### src/rtl/ui_input_pkg.sv
// Shared constants for the KEY/SW memory-mapped input port: register
// addresses, control/status bit positions and the debounce length used in simulation.
package ui_input_pkg;

  localparam logic [31:0] ADDR_KDATA = 32'hF000_0010;
  localparam logic [31:0] ADDR_SDATA = 32'hF000_0014;
  localparam logic [31:0] ADDR_KCTRL = 32'hF000_0110;
  localparam logic [31:0] ADDR_SCTRL = 32'hF000_0114;

  localparam int CTRL_READY = 0;
  localparam int CTRL_OVR   = 2;

  localparam int SIM_DEBOUNCE_CYCLES = 4;

  function automatic logic [31:0] ctrlWord(input logic ready, input logic ovr);
    logic [31:0] word;
    word             = '0;
    word[CTRL_READY] = ready;
    word[CTRL_OVR]   = ovr;
    return word;
  endfunction

endpackage

### src/rtl/ui_input_if.sv
// Processor-side load/store port of the input front end.
interface ui_input_if #(
  parameter int DBITS = 32
);

  logic [DBITS-1:0] addr;
  logic             rdEn;
  logic             wrtEn;
  logic [DBITS-1:0] dataIn;
  logic [DBITS-1:0] dataOut;
  logic             hit;

  modport master (
    output addr, rdEn, wrtEn, dataIn,
    input  dataOut, hit
  );

  modport slave (
    input  addr, rdEn, wrtEn, dataIn,
    output dataOut, hit
  );

endinterface

### src/rtl/debounce_group.sv
// Two-flop synchronizer plus debounce counter for a vector of raw inputs.
// update pulses for the cycle whose edge loads newValue into the stable register.
module debounce_group #(
  parameter int WIDTH           = 4,
  parameter int DEBOUNCE_CYCLES = 500000,
  parameter int CNT_BITS        = 20
) (
  input  logic             clk,
  input  logic             reset,
  input  logic [WIDTH-1:0] rawIn,
  output logic             update,
  output logic [WIDTH-1:0] newValue
);

  localparam logic [CNT_BITS-1:0] CNT_LAST = CNT_BITS'(DEBOUNCE_CYCLES - 1);

  logic [WIDTH-1:0]    s1;
  logic [WIDTH-1:0]    s2;
  logic [WIDTH-1:0]    s2d;
  logic [WIDTH-1:0]    stable;
  logic [CNT_BITS-1:0] cnt;
  logic                settling;

  // Count only while the synchronized value is steady and differs from stable.
  assign settling = (s2 == s2d) && (s2 != stable);
  assign update   = settling && (cnt == CNT_LAST);
  assign newValue = s2;

  always_ff @(posedge clk or posedge reset) begin
    if (reset) begin
      s1     <= '0;
      s2     <= '0;
      s2d    <= '0;
      stable <= '0;
      cnt    <= '0;
    end else begin
      s1  <= rawIn;
      s2  <= s1;
      s2d <= s2;
      if (!settling || update) begin
        cnt <= '0;
      end else begin
        cnt <= cnt + CNT_BITS'(1);
      end
      if (update) begin
        stable <= s2;
      end
    end
  end

endmodule

### src/rtl/ui_input_port.sv
// Memory-mapped KEY/SW input port: debounced data registers with READY/OVR
// status, so software polls for change events instead of sampling raw pins.
module ui_input_port
  import ui_input_pkg::*;
#(
  parameter int DBITS           = 32,
  parameter int KEY_BITS        = 4,
  parameter int SW_BITS         = 10,
  parameter int DEBOUNCE_CYCLES = 500000,
  parameter int CNT_BITS        = 20
) (
  input  logic                clk,
  input  logic                reset,
  input  logic [KEY_BITS-1:0] KEY,
  input  logic [SW_BITS-1:0]  SW,
  ui_input_if.slave           bus
);

  logic [KEY_BITS-1:0] keyPressed;
  logic                kUpdate;
  logic [KEY_BITS-1:0] kNew;
  logic                sUpdate;
  logic [SW_BITS-1:0]  sNew;

  logic [KEY_BITS-1:0] kData;
  logic [SW_BITS-1:0]  sData;
  logic                kReady;
  logic                kOvr;
  logic                sReady;
  logic                sOvr;

  logic selKData;
  logic selSData;
  logic selKCtrl;
  logic selSCtrl;
  logic kRead;
  logic sRead;
  logic kOvrClr;
  logic sOvrClr;

  // Buttons are active-low; invert up front so cleared sync flops mean "released".
  assign keyPressed = ~KEY;

  debounce_group #(
    .WIDTH          (KEY_BITS),
    .DEBOUNCE_CYCLES(DEBOUNCE_CYCLES),
    .CNT_BITS       (CNT_BITS)
  ) keyDebounce (
    .clk     (clk),
    .reset   (reset),
    .rawIn   (keyPressed),
    .update  (kUpdate),
    .newValue(kNew)
  );

  debounce_group #(
    .WIDTH          (SW_BITS),
    .DEBOUNCE_CYCLES(DEBOUNCE_CYCLES),
    .CNT_BITS       (CNT_BITS)
  ) swDebounce (
    .clk     (clk),
    .reset   (reset),
    .rawIn   (SW),
    .update  (sUpdate),
    .newValue(sNew)
  );

  assign selKData = (bus.addr == DBITS'(ADDR_KDATA));
  assign selSData = (bus.addr == DBITS'(ADDR_SDATA));
  assign selKCtrl = (bus.addr == DBITS'(ADDR_KCTRL));
  assign selSCtrl = (bus.addr == DBITS'(ADDR_SCTRL));
  assign bus.hit  = selKData | selSData | selKCtrl | selSCtrl;

  assign kRead   = bus.rdEn && selKData;
  assign sRead   = bus.rdEn && selSData;
  assign kOvrClr = bus.wrtEn && selKCtrl && !bus.dataIn[CTRL_OVR];
  assign sOvrClr = bus.wrtEn && selSCtrl && !bus.dataIn[CTRL_OVR];

  // An update beats a same-cycle read (READY stays set) and an overrun beats a same-cycle clear.
  always_ff @(posedge clk or posedge reset) begin
    if (reset) begin
      kData  <= '0;
      sData  <= '0;
      kReady <= 1'b0;
      kOvr   <= 1'b0;
      sReady <= 1'b0;
      sOvr   <= 1'b0;
    end else begin
      if (kUpdate) begin
        kData <= kNew;
      end
      if (sUpdate) begin
        sData <= sNew;
      end
      kReady <= kUpdate | (kReady & ~kRead);
      sReady <= sUpdate | (sReady & ~sRead);
      kOvr   <= (kUpdate & kReady & ~kRead) | (kOvr & ~kOvrClr);
      sOvr   <= (sUpdate & sReady & ~sRead) | (sOvr & ~sOvrClr);
    end
  end

  always_comb begin
    bus.dataOut = '0;
    if (selKData) begin
      bus.dataOut = DBITS'(kData);
    end else if (selSData) begin
      bus.dataOut = DBITS'(sData);
    end else if (selKCtrl) begin
      bus.dataOut = DBITS'(ctrlWord(kReady, kOvr));
    end else if (selSCtrl) begin
      bus.dataOut = DBITS'(ctrlWord(sReady, sOvr));
    end
  end

endmodule

### src/flat_wrapper.sv
// flat-port wrapper written by rule: the top's interface ports become plain ports
module ui_input_port_flat import ui_input_pkg::*;
#(
  parameter int DBITS           = 32,
  parameter int KEY_BITS        = 4,
  parameter int SW_BITS         = 10,
  parameter int DEBOUNCE_CYCLES = 500000,
  parameter int CNT_BITS        = 20
)
  (clk, reset, KEY, SW, bus_addr, bus_rdEn, bus_wrtEn, bus_dataIn, bus_dataOut, bus_hit);
  ui_input_if #(.DBITS(DBITS)) bus_i ();
  input  logic clk;
  input  logic reset;
  input  logic [KEY_BITS-1:0] KEY;
  input  logic [SW_BITS-1:0] SW;
  input wire logic [$bits(bus_i.addr)-1:0] bus_addr;
  input wire logic [$bits(bus_i.rdEn)-1:0] bus_rdEn;
  input wire logic [$bits(bus_i.wrtEn)-1:0] bus_wrtEn;
  input wire logic [$bits(bus_i.dataIn)-1:0] bus_dataIn;
  output wire logic [$bits(bus_i.dataOut)-1:0] bus_dataOut;
  output wire logic [$bits(bus_i.hit)-1:0] bus_hit;
  assign bus_i.addr = bus_addr;
  assign bus_i.rdEn = bus_rdEn;
  assign bus_i.wrtEn = bus_wrtEn;
  assign bus_i.dataIn = bus_dataIn;
  assign bus_dataOut = bus_i.dataOut;
  assign bus_hit = bus_i.hit;
  ui_input_port #(.DBITS(DBITS), .KEY_BITS(KEY_BITS), .SW_BITS(SW_BITS), .DEBOUNCE_CYCLES(DEBOUNCE_CYCLES), .CNT_BITS(CNT_BITS)) u_core (.clk(clk), .reset(reset), .KEY(KEY), .SW(SW), .bus(bus_i));
endmodule
### config.mk
export PLATFORM = sky130hd
export DESIGN_NAME = ui_input_port_flat
export DESIGN_NICKNAME = d
export VERILOG_FILES = /design/src/rtl/ui_input_pkg.sv /design/src/rtl/ui_input_if.sv /design/src/rtl/debounce_group.sv /design/src/rtl/ui_input_port.sv /design/src/flat_wrapper.sv
export SDC_FILE = /design/constraint.sdc
export NUM_CORES = 1
export LEC_CHECK = 0
export CAP_MARGIN = 20
export CORE_MARGIN = 5
export CORE_UTILIZATION = 33
export DETAILED_ROUTE_END_ITERATION = 8
export GPL_TIMING_DRIVEN = 0
export HOLD_SLACK_MARGIN = 0.02
export MAX_ROUTING_LAYER = met4
export SLEW_MARGIN = 20
export SYNTH_ARGS = -nofsm -noshare
export SYNTH_HDL_FRONTEND = slang
export SYNTH_HIERARCHICAL = 1
export SYNTH_SLANG_ARGS = --single-unit
### constraint.sdc
create_clock -name clk -period 3.1 [get_ports clk]
set_clock_uncertainty 0.15 [all_clocks]
set_input_delay 0.31 -clock clk [delete_from_list [all_inputs] [get_ports clk]]
set_output_delay 0.31 -clock clk [all_outputs]
set_load 0.01 [all_outputs]
Word-level counts from Yosys, hierarchy flattened
Cells that the tools add are included. W data, S select, Z words.

Equal/unequal tests: 10. Add/subtract/negate cells: 2. Mux-type cells: 6. Reductions and logical operators: 15. Bitwise gates (word level): 20.

Operator list (count): $eq A32 B32 Y1 const B (4); $mux W32 (3); $add A20 B1 Y20 const B (2); $eq A20 B19 Y1 const B (2); $mux W20 (2); $eq A10 B10 Y1 (1); $logic_and A1 B1 Y1 (10); $ne A10 B10 Y1 (1); $and A1 B1 Y1 (8); $or A1 B1 Y1 (7); $eq A4 B4 Y1 (1); $ne A4 B4 Y1 (1); $not A1 Y1 (4); $not A4 Y4 (1); $logic_not A1 Y1 (3); $mux W3 (1); $logic_or A1 B1 Y1 (2).

Bits of input ports: 82. Word-level logic and storage cells: 67. Register bits after elaboration: 100. Output and inout port bits: 33.

Logic depth before layout (Yosys ltp)
Gate-level depths: netlist of run 1.

Depth in word-level cells: 6. Mapped depth: 8. Mapped depth without buffers: 7.

By module
The synthesis of run 1 kept the hierarchy.

Modules (own cells, without submodules): debounce_group (u_core.swDebounce) (seq. area each 1501.4 um^2, times used 1, cells an instance 180, area an instance 2342.2 um^2); debounce_group (u_core.keyDebounce) (seq. area each 900.9 um^2, times used 1, cells an instance 139, area an instance 1655.3 um^2); ui_input_port (seq. area each 450.4 um^2, times used 1, cells an instance 108, area an instance 1222.4 um^2).

Worst setup path before layout of run 1
No wires, ideal clock.

Path type: register to register. From: register u_core.swDebounce.cnt[12]. To: register u_core.sData[0]. Clock period less this slack: 2476 ps. Setup time: 125 ps. Required time: 2825 ps. Slack: 624 ps. Cell stages (with the launch flop): 7. Arrival time: 2201 ps. Cells stage by stage: dfrtp_1 > nor4b_2 > nand2_1 > or4_4 > nor2_1 > buf_1 > mux2_2.

Word-level cells in the longest chain between the ends: 2.

Ends and longest elaborated chain: start: declaration (RTL line debounce_group.sv:21) `logic [CNT_BITS-1:0] cnt;`; start signal: assignment (RTL line debounce_group.sv:43) `cnt <= cnt + CNT_BITS'(1);`; $eq A20 B19 Y1 (RTL line debounce_group.sv:26) `assign update = settling && (cnt == CNT_LAST);`; $logic_and A1 B1 Y1 (RTL line debounce_group.sv:26); net u_core.sUpdate (RTL line ui_input_port.sv:22) `logic sUpdate;`; end signal: assignment (RTL line ui_input_port.sv:93) `sData <= sNew;`; end: declaration (RTL line ui_input_port.sv:26) `logic [SW_BITS-1:0] sData;`.

The timed path passes the listed nets, and every way through them passes these cells. A chain may end at the register's enable or synchronous reset.

Worst setup path in the final report of run 1
From: input bus_addr[12]. To: output bus_dataOut[3].

Word-level cells in the longest chain between the ends: 3.

Ends and longest elaborated chain: start: declaration (RTL line flat_wrapper.sv:16) `input wire logic [$bits(bus_i.addr)-1:0] bus_addr;`; $eq A32 B32 Y1 (RTL line ui_input_port.sv:69) `assign selSData = (bus.addr == DBITS'(ADDR_SDATA));`; $mux W32 (RTL line ui_input_port.sv:106) `end else if (selSData) begin`; $mux W32 (*) (RTL line ui_input_port.sv:104) `if (selKData) begin`; end: declaration (RTL line flat_wrapper.sv:20) `output wire logic [$bits(bus_i.dataOut)-1:0] bus_dataOut;`.

Every way passes the cells marked *; elsewhere a longest branch is shown, timed or not.

==> results of run 1 <==
==> worst paths after layout <==
path / end / slack (ps) / depth (start not counted) / from
worst max register to register: u_core/sData[2]$_DFFE_PP0P_ / 330 / 6 / u_core/swDebounce/cnt[0]$_DFF_PP0_
worst max-delay path: bus_dataOut[3] / 310 / 6 / bus_addr[12]
worst min register to register: u_core/keyDebounce/newValue[3]$_DFF_PP0_ / 200 / 0 / u_core/keyDebounce/s1[3]$_DFF_PP0_
max in group asynchronous: u_core/keyDebounce/newValue[0]$_DFF_PP0_ / 2010 / 2 / reset
worst min-delay path: u_core/kReady$_DFF_PP0_ / 180 / 3 / bus_addr[8]
min in group asynchronous: u_core/sData[8]$_DFFE_PP0P_ / 280 / 2 / reset
==> cells by family (layout without fill, tap and decap cells) <==
kind of cell	after synthesis	count (layout)	share of synthesized area
buf+inv	48	139	0.05393
mux	32	32	0.07287
flops	114	114	0.5465
xor+xnor	57	57	0.09564
compound gates	20	20	0.02804
fa+ha+maj	2	2	0.004793
simple gates	153	153	0.1975
other cells	1	22	0.0007184
==> layout make-up <==
class	count	area share
clock inverters	15	0.02428
well taps	216	0.04003
multi-input cells	286	0.3206
flip-flops and latches	114	0.4225
plain buffers	31	0.03225
inverters	17	0.009822
repair buffers	59	0.08747
clock buffers	17	0.06301
==> per-stage QoR <==
| step | cell area [um2] | std cells | power, uW | util |
|---|---|---|---|---|
| finish | 6751 | 755 | 3635 | 0.4297 |
| global route | 6751 | 755 | 3785 | 0.4297 |
| CTS | 6751 | 755 | 3688 | 0.4297 |
| detailed placement | 6162 | 723 | 1753 | 0.3922 |
| global placement | 6160 | 723 | 1748 | 0.3920 |
| floorplan | 5299 | 448 | 1660 | - |
==> worst reg2reg max path, cell delays in order (launching register included) <==
cell,delay (ps)
dfrtp_1,390
ha_1,220
nand4_1,240
or4_4,570
nor2_1,230
buf_1,460
mux2_2,400
==> cell usage in the layout (no fill, tap or decap), types with 16 or more instances in the layout <==
master / n
mux2_2: 24
conb_1: 22
clkbuf_16: 17
nor2_1: 33
dfrtp_1: 114
clkdlybuf4s50_1: 59
xnor2_1: 19
xor2_1: 38
buf_4: 23
nand4_1: 20
nand2_1: 16
==> state kept, by name, indices dropped and copies added (netlist names) <==
| name | flops |
|---|---|
| u_core/kData | 4 |
| u_core/kOvr | 1 |
| u_core/kReady | 1 |
| u_core/keyDebounce/cnt | 20 |
| u_core/keyDebounce/newValue | 4 |
| u_core/keyDebounce/s1 | 4 |
| u_core/keyDebounce/s2d | 4 |
| u_core/keyDebounce/stable | 4 |
| u_core/sData | 10 |
| u_core/sOvr | 1 |
| u_core/sReady | 1 |
| u_core/swDebounce/cnt | 20 |
| u_core/swDebounce/newValue | 10 |
| u_core/swDebounce/s1 | 10 |
| u_core/swDebounce/s2d | 10 |
| u_core/swDebounce/stable | 10 |
==> layer usage <==
| layer | wire, um | share of wire |
|---|---|---|
| met1 | 4215 | 0.43 |
| met5 | 0 | 0 |
| met2 | 5045 | 0.52 |
| met4 | 144 | 0.015 |
| met3 | 344 | 0.035 |
==> power by group through the flow <==
stage               Sequential [uW]  Clock, uW  Combinational [uW]
floorplan                      1560          0                 100
global placement               1570          0                 181
detailed placement             1570          0                 185
CTS                            1540       1960                 186
global route                   1540       2040                 202
finish                         1540       1910                 182
==> Flow_metrics.wiki, run 1 <==
{| class="wikitable"
! Metric !! Value
|-
| WL/cell || 12.91 um
|-
| DRC || 0
|-
| Cell type with the largest total area after synthesis || dfrtp_1
|-
| CP dominant cell by count || clkdlybuf4s50_1
|-
| Switching Share || 0.2424
|-
| # nets final || 610
|-
| Number of core rows || 46
|-
| Antenna violations before repair || 0
|-
| Delay of the slowest cell on the worst path || 570 ps
|-
| Maximum number of pins on one net before global-route repair || 61
|-
| Synth cell types || 53
|-
| Upper clock frequency limit || 358.5 MHz
|-
| Portion of total power attributed to combinational logic || 0.050
|-
| Ratio of cells with drive above 1 in the final layout || 0.2208
|-
| Cell with the largest stage delay on the worst path || clkdlybuf4s50_1
|-
| Diodes inserted || 0
|-
| Number of storage elements in the synthesis netlist || 114
|-
| Clock buffer depth || 2
|-
| GR Util met1 || 0.1438
|-
| Total wire length after detailed routing || 9749 um
|-
| Number of warnings issued by yosys || 6
|-
| Switching power of the nets || 881.1 uW
|-
| Area of combinational cells with multiple inputs || 0.002165 mm2
|-
| Max-slew violation count || 0
|-
| Register area share after synthesis || 0.5465
|-
| Fillcell total || 1,492
|-
| DRT Pass-1 Iters || 4
|-
| Buffer cell driving the clock tree root || clkbuf_16
|-
| Status || complete, no violations
|-
| Most crowded layer after global routing || met2
|-
| Prevailing post-synth register cell || dfrtp_1
|-
| Number of buffers inserted for hold repair after clock tree synthesis || 0
|-
| Area added between synthesis and finish || 29.34%
|-
| Vert. Die Dim || 135.8 um
|-
| Power density cells || 538.3 mW/mm2
|-
| Worst hold slack || 176.1 ps
|-
| Port bufs || 59
|-
| Post-layout worst setup margin || 310.4 ps
|-
| Sequential cell area in the final layout || 0.002853 mm2
|-
| List of most frequent post-synthesis cells || dfrtp_1, xor2_1, nor2_1, mux2_2, buf_4
|-
| Startpoint type of the worst setup path || input port
|-
| Sequence of cells on the critical path || clkdlybuf4s50_1 > nor4_2 > nand4_1 > or2_4 > nor3_2 > clkdlybuf4s50_1
|-
| Cell area after synthesis || 0.005220 mm2
|-
| Final worst path period share || 0.8999
|-
| Met3 Resource Use GR || 0.03046
|-
| Overall Global Routing Usage || 0.1186
|-
| Total count of hold-check failures in the final report || 0
|-
| Floorplan core area || 0.01571 mm2
|-
| Number of H-tree branching levels || 4
|-
| Class of the most critical setup path || in2out
|-
| X dimension of the die || 135.8 um
|-
| DIE AREA || 0.01843 mm2
|-
| Total negative slack for setup checks || 0 ps
|-
| Global-route wire length before repair || 16,820 um
|-
| Tightest slew margin relative to the limit || 0.4959
|-
| RSZ-0062 raised after global routing || false
|-
| CTS Sinks || 114
|-
| Top-Level Pins || 115
|-
| GPL Wtd Cong || 0.7975
|-
| Worst Path Arrival || 2330 ps
|-
| Setup-violating endpoint count in the final report || 0
|-
| Leakage power of the design || 0.002892 uW
|-
| Via count of the first global-routing pass || 3,507
|-
| Clock tree from TritonCTS || built
|-
| Data required time at the worst endpoint || 2640 ps
|-
| Post-CTS Resized || 0
|-
| Initial detailed-routing violation count || 148
|-
| Area fraction of the dominant cell type after synthesis || 0.5465
|-
| Transition time of the tightest slew-check pin || 750.4 ps
|-
| CP Max Fanout || 5
|-
| Proportion of power drawn by the clock network || 0.526
|-
| Clock insertion delay at the later pin of the skew report || 410 ps
|-
| Category of cells accounting for the largest share of critical-path delay || simple AND/OR/NAND/NOR gates
|-
| Internal power || 2753 uW
|-
| Most used standard cell by instance count after synthesis || dfrtp_1
|-
| Min-delay worst type || in2reg
|-
| Starting utilization of the core area || 0.3322
|-
| Met2 Usage GRT || 0.1875
|-
| Max-cap viol count || 0
|-
| Sequential share of power || 0.424
|-
| Number of buffers created by CTS || 17
|-
| Post-placement setup slack || 284.9 ps
|-
| Number of instances in the synthesized netlist || 427
|-
| Post-detailed-route via-to-cell ratio || 4.519
|-
| Ranking of synthesized cells by area || dfrtp_1, xor2_1, mux2_2
|-
| Fraction of registers with async set/reset || 1.000
|-
| Final global-route overflow total || 0
|-
| Element type at the critical path end || output pin
|-
| Post-detail-place hpwl || 7139 um
|-
| Highest ir drop seen on vdd || 0.4502 mV
|-
| Final critical delay including setup and external delays || 2790 ps
|-
| Number of nets with antenna violations after routing || 0
|-
| Vias after detailed routing || 3,412
|-
| Clock slew at reported path FFs || 50 ps
|-
| Post-Synthesis Mean Instance Area || 12.22 um2
|-
| Number of synthesized flops with an enable pin || 0
|-
| Post-CTS Setup Repair Bufs || 0
|-
| Number of buffers and inverters on the critical path || 2
|}
No activity file was read; power rests on OpenSTA's default activity.
==> inputs of run 2 (changes only) <==
--- a/config.mk
+++ b/config.mk
@@ -15,5 +15,4 @@
 export SLEW_MARGIN = 20
 export SYNTH_ARGS = -nofsm -noshare
 export SYNTH_HDL_FRONTEND = slang
-export SYNTH_HIERARCHICAL = 1
 export SYNTH_SLANG_ARGS = --single-unit
==> constraint.sdc (replaced) <==
create_clock -name clk -period 2.8 [get_ports clk]
set_clock_uncertainty 0.15 [all_clocks]
set_input_delay 0.28 -clock clk [delete_from_list [all_inputs] [get_ports clk]]
set_output_delay 0.28 -clock clk [all_outputs]
set_load 0.01 [all_outputs]
==> run 2 against run 1 <==
Against the previous run: global-route usage shrank 0.16 points; worst setup slack lost 180 ps; non-clock buffer count grew 6; sequential share of layout area grew 0.80 points; critical path type unchanged; critical endpoint is now bus_dataOut[8]; largest power group is now sequential cells.
==> Flow_metrics.wiki, run 2 <==
{| class="wikitable"
! Metric !! Value
|-
| Status || complete, no violations
|-
| GPL Wtd Cong || 0.8278
|-
| Clock insertion delay at the later pin of the skew report || 340 ps
|-
| Post-detailed-route via-to-cell ratio || 4.516
|-
| Number of buffers inserted for hold repair after clock tree synthesis || 0
|-
| Regs by FF count || u_core.keyDebounce.cnt x20, u_core.swDebounce.cnt x20
|-
| Area fraction of the dominant cell type after synthesis || 0.5605
|-
| Antenna violations before repair || 0
|-
| CP dominant cell by count || clkdlybuf4s50_1
|-
| Initial detailed-routing violation count || 148
|-
| Worst hold slack || 95.25 ps
|-
| Class of the most critical setup path || in2out
|-
| Overall Global Routing Usage || 0.1170
|-
| Global-route wire length before repair || 14,900 um
|-
| Max-slew violation count || 0
|-
| Number of instances in the synthesized netlist || 387
|-
| Power density cells || 520.8 mW/mm2
|-
| Most used standard cell by instance count after synthesis || dfrtp_1
|-
| Area added between synthesis and finish || 30.18%
|-
| Clock tree from TritonCTS || built
|-
| Transition time of the tightest slew-check pin || 763.6 ps
|-
| Data required time at the worst endpoint || 2370 ps
|-
| Vias after detailed routing || 3,012
|-
| Synth cell types || 42
|-
| Floorplan core area || 0.01324 mm2
|-
| Total wire length after detailed routing || 8817 um
|-
| X dimension of the die || 126.3 um
|-
| Top library cells by usage in the layout, fill and taps aside || dfrtp_1, clkdlybuf4s50_1, nor2_1, xor2_1, xnor2_1
|-
| Leakage power of the design || 0.002479 uW
|-
| WL/cell || 13.22 um
|-
| Number of storage elements in the synthesis netlist || 100
|-
| Sequential cell area in the final layout || 0.002502 mm2
|-
| Number of nets with antenna violations after routing || 0
|-
| Element type at the critical path end || output pin
|-
| Number of H-tree branching levels || 3
|-
| Port bufs || 59
|-
| Total count of hold-check failures in the final report || 0
|-
| Vert. Die Dim || 126.3 um
|-
| Tightest slew margin relative to the limit || 0.4862
|-
| Starting utilization of the core area || 0.3371
|-
| Cell type with the largest total area after synthesis || dfrtp_1
|-
| Sequence of cells on the critical path || clkdlybuf4s50_1 > nor4_2 > nand4_1 > nor2_2 > and2_1 > clkdlybuf4s50_1
|-
| Diodes inserted || 0
|-
| DRC || 0
|-
| Prevailing post-synth register cell || dfrtp_1
|-
| Post-Synthesis Mean Instance Area || 11.54 um2
|-
| Clock buffer depth || 2
|-
| Final worst path period share || 0.9533
|-
| Startpoint type of the worst setup path || input port
|-
| List of most frequent post-synthesis cells || dfrtp_1, nor2_1, xor2_1, xnor2_1, buf_4
|-
| # nets final || 570
|-
| DRT Pass-1 Iters || 4
|-
| Delay of the slowest cell on the worst path || 550 ps
|-
| Cell area after synthesis || 0.004464 mm2
|-
| Fraction of registers with async set/reset || 1.000
|-
| Via count of the first global-routing pass || 3,075
|-
| Ratio of cells with drive above 1 in the final layout || 0.1629
|-
| Ranking of synthesized cells by area || dfrtp_1, xor2_1, xnor2_1
|-
| CTS Sinks || 100
|-
| Clock slew at reported path FFs || 60 ps
|-
| Number of core rows || 42
|-
| Number of buffers created by CTS || 9
|-
| Final global-route overflow total || 0
|-
| Highest ir drop seen on vdd || 0.3192 mV
|-
| Top-Level Pins || 115
|-
| Maximum number of pins on one net before global-route repair || 36
|-
| Area of combinational cells with multiple inputs || 0.001814 mm2
|-
| Upper clock frequency limit || 374.6 MHz
|-
| Worst Path Arrival || 2240 ps
|-
| Setup-violating endpoint count in the final report || 0
|-
| Fillcell total || 1,258
|-
| Min-delay worst type || in2async
|-
| Number of warnings issued by yosys || 0
|-
| Number of synthesized flops with an enable pin || 0
|-
| Most common cell after layout, fill and taps aside || dfrtp_1
|-
| Non-filler instance count after layout || 667
|-
| CP Max Fanout || 6
|-
| Max-cap viol count || 0
|-
| RSZ-0062 raised after global routing || true
|-
| Number of cells in the design after placement || 646
|-
| Register area share after synthesis || 0.5605
|-
| Buffer cell driving the clock tree root || clkbuf_16
|-
| DIE AREA || 0.01595 mm2
|-
| Final critical delay including setup and external delays || 2669 ps
|-
| Cell with the largest stage delay on the worst path || clkdlybuf4s50_1
|-
| Post-detail-place hpwl || 6570 um
|}
## run 2: what timing repair did
item / in CTS / in global routing
pin swaps: 3 / 0
gates resized for setup: 9 / 2
setup endpoints to repair: 11 / 8
endpoints found under the hold margin: 0 / 0
setup buffers: 4 / 1
## run 2: layout make-up
cell class,instances,share of cell area
Buffer,29,0.03509
Clock buffer,10,0.03940
Clock inverter,6,0.01636
Inverter,16,0.01098
Multi-Input combinational cell,263,0.3122
Sequential cell,100,0.4306
Tap cell,176,0.03789
Timing Repair Buffer,67,0.1175
## run 2: where the power goes
group | switching, uW | leakage [uW] | internal (uW)
Combinational | 82.8 | 0.00103 | 114
Clock | 536 | 0.000158 | 795
Sequential | 24.5 | 0.00129 | 1480
## run 2: worst paths after layout
path / startpoint / endpoint / slack, ps / cells past startpoint
max reg2reg: u_core.keyDebounce.cnt[0]$_DFF_PP0_ / u_core.keyDebounce.cnt[11]$_DFF_PP0_ / 390 / 8
min reg2reg: u_core.swDebounce.s1[8]$_DFF_PP0_ / u_core.swDebounce.newValue[8]$_DFF_PP0_ / 200 / 0
min: reset / u_core.swDebounce.cnt[0]$_DFF_PP0_ / 100 / 2
min in group clk: u_core.swDebounce.s1[8]$_DFF_PP0_ / u_core.swDebounce.newValue[8]$_DFF_PP0_ / 200 / 0
max in group asynchronous: reset / u_core.keyDebounce.stable[2]$_DFFE_PP0P_ / 1730 / 4
max: bus_addr[14] / bus_dataOut[8] / 130 / 6
## run 2: critical path: cells and delay by family
family	cells	cell delay [ps]
buf+inv	2	1000
simple gates	4	970
## run 2: metrics by stage
stage                     setup TNS, ps  instance area (um2)  power, uW    util  worst slack, ps
after floorplan                       0                 4547       1620       -            798.2
after global placement           -744.1                 5358       1708  0.4046           -261.0
after detailed placement          -1296                 5418       1723  0.4091           -358.8
after CTS                        -13.12                 5792       3073  0.4374           -13.12
after global routing             -8.234                 5812       3156  0.4389           -6.699
final                                 0                 5812       3027  0.4389            130.6
## run 2: routing by layer
| layer | track usage | share of wire | up-vias | wire [um] |
|---|---|---|---|---|
| met3 | 0.02984 | 0.057 | 10 | 502 |
| met4 | 0.04606 | 0.016 | 0 | 140 |
| met5 | - | 0 | - | 0 |
| met1 | 0.1569 | 0.48 | 1460 | 4246 |
| met2 | 0.1709 | 0.45 | 78 | 3927 |
| li1 | - | - | 1464 | - |
## run 2: logic make-up (layout without fill, tap and decap cells)
group,Yosys count,after routing,share of synthesized area
AOI/OAI and AO/OA,7,7,0.01289
xor gates and xnor gates,64,64,0.1256
adders and majority gates,2,2,0.005604
buffers and inverters,45,128,0.05914
DFF,100,100,0.5605
muxes,18,18,0.05661
other,1,22,0.0008400
and+or+nand+nor,150,150,0.1788
